File: src/rtl/interval_timer.sv
// Interval timer: counts a requested number of whole seconds using a
// CLK_HZ-cycle prescaler, with a DONE/LOAD/RUN request handshake toward
// the traffic-light controller. All outputs come straight from registers.
module interval_timer #(
    parameter int CLK_HZ = 10000,
    parameter int CNT_W  = 16
) (
    input  logic             clk,
    input  logic             reset,
    input  logic             enable_general,
    input  logic [CNT_W-1:0] secondsToCount,
    output logic             finished,
    output logic             tick,
    output logic [CNT_W-1:0] seconds_elapsed
);

    localparam int              PS_W    = $clog2(CLK_HZ);
    localparam logic [PS_W-1:0] PS_LAST = PS_W'(CLK_HZ - 1);

    typedef enum logic [1:0] {
        S_DONE = 2'd0,
        S_LOAD = 2'd1,
        S_RUN  = 2'd2
    } state_t;

    state_t           r_state;
    logic [PS_W-1:0]  r_presc;
    logic [CNT_W-1:0] r_target;
    logic [CNT_W-1:0] r_elapsed;
    logic             r_finished;
    logic             r_tick;

    state_t           w_state_next;
    logic [PS_W-1:0]  w_presc_next;
    logic [CNT_W-1:0] w_target_next;
    logic [CNT_W-1:0] w_elapsed_next;
    logic             w_finished_next;
    logic             w_tick_next;
    logic             w_sec_done;
    logic [CNT_W-1:0] w_elapsed_inc;

    assign w_sec_done    = (r_presc == PS_LAST);
    assign w_elapsed_inc = r_elapsed + CNT_W'(1);

    // State and datapath registers; reset parks the block in DONE with counters cleared.
    always_ff @(posedge clk or posedge reset) begin
        if (reset) begin
            r_state    <= S_DONE;
            r_presc    <= '0;
            r_target   <= '0;
            r_elapsed  <= '0;
            r_finished <= 1'b1;
            r_tick     <= 1'b0;
        end else begin
            r_state    <= w_state_next;
            r_presc    <= w_presc_next;
            r_target   <= w_target_next;
            r_elapsed  <= w_elapsed_next;
            r_finished <= w_finished_next;
            r_tick     <= w_tick_next;
        end
    end

    // Next-state and counter update; a low enable overrides everything and aborts.
    always_comb begin
        w_state_next   = r_state;
        w_presc_next   = r_presc;
        w_target_next  = r_target;
        w_elapsed_next = r_elapsed;
        if (!enable_general) begin
            w_state_next   = S_DONE;
            w_presc_next   = '0;
            w_elapsed_next = '0;
        end else begin
            case (r_state)
                S_DONE: begin
                    // Controller sees finished=1 on this edge and presents the new request during LOAD.
                    w_state_next = S_LOAD;
                end
                S_LOAD: begin
                    w_target_next  = secondsToCount;
                    w_presc_next   = '0;
                    w_elapsed_next = '0;
                    w_state_next   = (secondsToCount != '0) ? S_RUN : S_DONE;
                end
                S_RUN: begin
                    if (w_sec_done) begin
                        w_presc_next   = '0;
                        w_elapsed_next = w_elapsed_inc;
                        // Stop exactly when the count reaches target, so elapsed never passes it.
                        if (w_elapsed_inc == r_target) begin
                            w_state_next = S_DONE;
                        end
                    end else begin
                        w_presc_next = r_presc + PS_W'(1);
                    end
                end
                default: begin
                    w_state_next   = S_DONE;
                    w_presc_next   = '0;
                    w_elapsed_next = '0;
                end
            endcase
        end
    end

    // Output decode of the upcoming state, so outputs are registered alongside it.
    always_comb begin
        w_finished_next = (w_state_next == S_DONE);
        // Tick is high during the RUN cycle whose prescaler value completes a second.
        w_tick_next     = (w_state_next == S_RUN) && (w_presc_next == PS_LAST);
    end

    assign finished        = r_finished;
    assign tick            = r_tick;
    assign seconds_elapsed = r_elapsed;

endmodule

File: config.mk
export PLATFORM = sky130hd
export DESIGN_NAME = interval_timer
export DESIGN_NICKNAME = d
export VERILOG_FILES = /design/src/rtl/interval_timer.sv
export SDC_FILE = /design/constraint.sdc
export NUM_CORES = 1
export LEC_CHECK = 0
export BUFFER_PORTS_ARGS = -buffer_cell sky130_fd_sc_hd__buf_2
export CORE_AREA = 10 10 73 121
export DETAILED_ROUTE_END_ITERATION = 8
export DIE_AREA = 0 0 83 131
export PLACE_DENSITY = 0.62
export SETUP_SLACK_MARGIN = 0.2
export SLEW_MARGIN = 20
export SYNTH_ARGS = -nofsm -noshare
export SYNTH_HDL_FRONTEND = slang
export SYNTH_SLANG_ARGS = --single-unit
export TNS_END_PERCENT = 20
File: constraint.sdc
create_clock -name clk -period 6.1 [get_ports clk]
set_clock_uncertainty 0.1 [all_clocks]
set_input_delay 0.61 -clock clk [delete_from_list [all_inputs] [get_ports clk]]
set_output_delay 0.61 -clock clk [all_outputs]
set_load 0.02 [all_outputs]
==> key figures <==
Drt
  • Vias per cell: 5.780
  • DR DRC count: 0
  • Final WL: 7701 um
  • Drt wl/cell: 18.21 um
  • First-pass DRT Iterations: 4
  • Vias after detailed routing: 2445
  • DR iter-0 viols: 159
  • Post-route ant nets: 0

Timing
  • Final worst slack: 3.667 ns
  • Fin. max-slew vios: 0
  • Fmax: 0.4110 GHz
  • Rel. slew slack: 41.95%
  • Unrepaired setup endpoints after global routing: false
  • Setup TNS: 0 ns
  • # setup viols final: 0
  • Final Hold Violating Endpoints: 0
  • Minimum clock period: 2.433 ns
  • Fin crit share: 39.88%
  • Worst-margin pin slew: 0.8708 ns

Global routing
  • Initial antenna violation count: 0
  • Vias in the first global route: 2543
  • Met1 Track Usage GR: 12.79%
  • Grt ovf: 0
  • GRT Util Overall: 14.12%
  • First-pass GRT wire length: 12340 um
  • Met2 GRT Util: 27.51%
  • Grt met3 use: 3.036%
  • Global route hottest layer: met2
  • Largest net degree at the start of global routing: 51

Logic synthesis
  • Top cells by area, synth: dfrtp_1, xnor2_1, xor2_1
  • Primary FF master, synth: dfrtp_1
  • Largest area contributor in the netlist: dfrtp_1
  • Post-synthesis register bit count: 50
  • Yosys Warn Count: 0
  • Post-synth cell types: 49
  • Post-Syn Instances: 309
  • Post-synth EDFFs: 0
  • Top-area cell type share of the netlist area: 40.88%
  • Synth async-reset ratio: 100.0%
  • Post-synthesis sequential area ratio: 41.76%
  • Commonest cells post-synth: dfrtp_1, nor2_1, xnor2_1, xor2_1, nand2_1
  • Synth Cell Area: 2999 um^2
  • Syn nets: 330
  • Synth Area per Inst: 9.706 um^2
  • Most common cell in the netlist: dfrtp_1

Clocking
  • CTS tree: yes
  • Worst-case clock buffer depth: 2
  • Clk_lat worst skew: 0.29 ns
  • CTS root buf: clkbuf_16
  • Clk sinks: 50
  • CTS Buf Count: 5
  • Htree depth: 2
  • CTS Hold Bufs: 0
  • Post-CTS setup buffers: 0
  • Worst-path clk slew: 0.06 ns
  • Post-CTS sizing: 0

Die
  • Core region area: 6807 um^2
  • Starting density of the core: 44.06%
  • Cell Rows: 40
  • Top Ports: 37
  • Die Wd: 83 um
  • Die area: 10870 um^2
  • Die Y: 131 um

Power and ir drop
  • Switching share of power: 25.14%
  • PwrDens: 261.3 nW/um^2
  • Cell-internal power: 650.9 uW
  • Leak pwr: 0.001414 uW
  • Seq pwr share: 46.5%
  • Comb power frac: 16.8%
  • Psw: 218.7 uW
  • Total Power: 869.6 uW
  • Clk pwr share: 36.7%
  • Max VDD drop: 0.1886 mV

Layout
  • Layout cell share with drive strength beyond 1: 20.35%
  • Fin area: 3328 um^2
  • P&R area growth vs syn: 10.97%
  • Post-Layout Cell Count: 423
  • # diodes: 0
  • Nets: 360

Placement
  • GPL Wtd Cong: 0.9084
  • HPWL Detailed: 5915 um
  • Port bufs: 36
  • Placed instance count: 416
  • Setup WS pre-CTS: 3.694 ns
  • Placed cell areas: 3158 um^2

Critical path
  • CP Data Required Time: 6.18 ns
  • R2R Path Start: r_state[1]
  • Reg-to-reg slack, setup: 3.67 ns
  • Worst-path fanout max: 13
  • Arrival time worst endpoint: 2.51 ns
  • CP Capture Type: flop
  • Startpoint Class: flop
  • Reg-to-Reg End: tick
  • Crit. Startpoint: r_state[1]
  • Critical path class: flop to flop
  • Cells on worst reg2reg path: 6
  • Worst setup endpoint: tick

Job
  • Max Cap Viol: 0

Worst hold path
  • Hold crit path type: input pin to async pin

Outcome
  • Status: finished, final reports clean
## flip-flops by register name (all words and copies together) (netlist names)
register	cells
r_state	2
r_presc	14
finished	1
r_target	16
seconds_elapsed	16
tick	1
## worst max-delay path, stage by stage (launching register included)
cell and delay [ns]:
dfrtp_1 0.63, inv_1 0.24, nor3_1 0.52, nand3_1 0.19, xor2_1 0.22, a21oi_1 0.10, nor4b_1 0.32
## stage by stage
| step | hold WS, ns | utilization [%] |
|---|---|---|
| after CTS | 0.4320 | 48.88 |
| final | 0.3623 | 48.90 |
| after global routing | 0.4292 | 48.90 |
| after floorplan | 0.3995 | - |
| after detailed placement | 0.4177 | 46.40 |
| after global placement | 0.4097 | 46.40 |
## layer usage
metal  routed length (um)  part of all wire, %  vias to the layer above
met5                    0                    0                        -
met4                  358                  4.6                        0
met3                  346                  4.5                       24
met2                 4281                   56                       76
met1                 2714                   35                     1189
li1                     -                    -                     1156
## area by class of cell
cell class | instances | area [um^2]
Multi-Input combinational cell | 237 | 1583
Tap cell | 84 | 105.1
Timing Repair Buffer | 37 | 187.7
Inverter | 8 | 31.28
Fill cell | 685 | 3478
Sequential cell | 50 | 1252
Clock inverter | 1 | 30.03
Clock buffer | 6 | 138.9
## power groups by stage
| stage | Sequential (uW) | Combinational [uW] | Clock [uW] |
|---|---|---|---|
| after floorplan | 398 | 121 | 0 |
| after global placement | 409 | 144 | 0 |
| after detailed placement | 411 | 147 | 0 |
| after CTS | 405 | 147 | 329 |
| after global routing | 409 | 161 | 338 |
| final | 405 | 146 | 319 |
## worst min path at each step
| stage | to | start | cells past startpoint |
|---|---|---|---|
| detailed placement | r_target[10] | r_target[10] | 1 |
| floorplan | r_target[15] | r_target[15] | 1 |
| CTS | r_target[10] | r_target[10] | 1 |
| global placement | r_target[10] | r_target[10] | 1 |
| global route | r_presc[8] | reset | 2 |
| finish | r_presc[12] | reset | 2 |
## logic make-up (layout without fill, tap and decap cells)
| group | after synthesis | in the layout | share of synthesized area (%) |
|---|---|---|---|
| fa+ha+maj | 2 | 2 | 0.8342 |
| buf+inv | 22 | 52 | 5.465 |
| simple gates | 138 | 138 | 24.49 |
| mux | 16 | 16 | 6.007 |
| compound gates | 31 | 31 | 6.842 |
| flops | 50 | 50 | 41.76 |
| xor+xnor | 50 | 50 | 14.60 |
## cells in the final DEF, fill, tap and decap left out, types with 2 or more instances in the layout
cell type / instances
or3_1: 2
nor4_1: 9
o21ai_0: 5
a21oi_1: 10
and4_1: 4
nor3_1: 14
inv_1: 7
clkbuf_16: 5
nor3b_1: 2
nor2_2: 2
dfrtp_1: 49
nor2_1: 39
o21a_1: 2
and3_1: 5
a31oi_1: 2
ha_1: 2
xor2_1: 22
nand2_1: 19
a41oi_1: 2
xnor2_1: 28
buf_2: 36
mux2_2: 16
nand4_1: 15
o41ai_1: 2
nand3_1: 15
nor4b_1: 2
No activity file was read; power rests on OpenSTA's default activity.
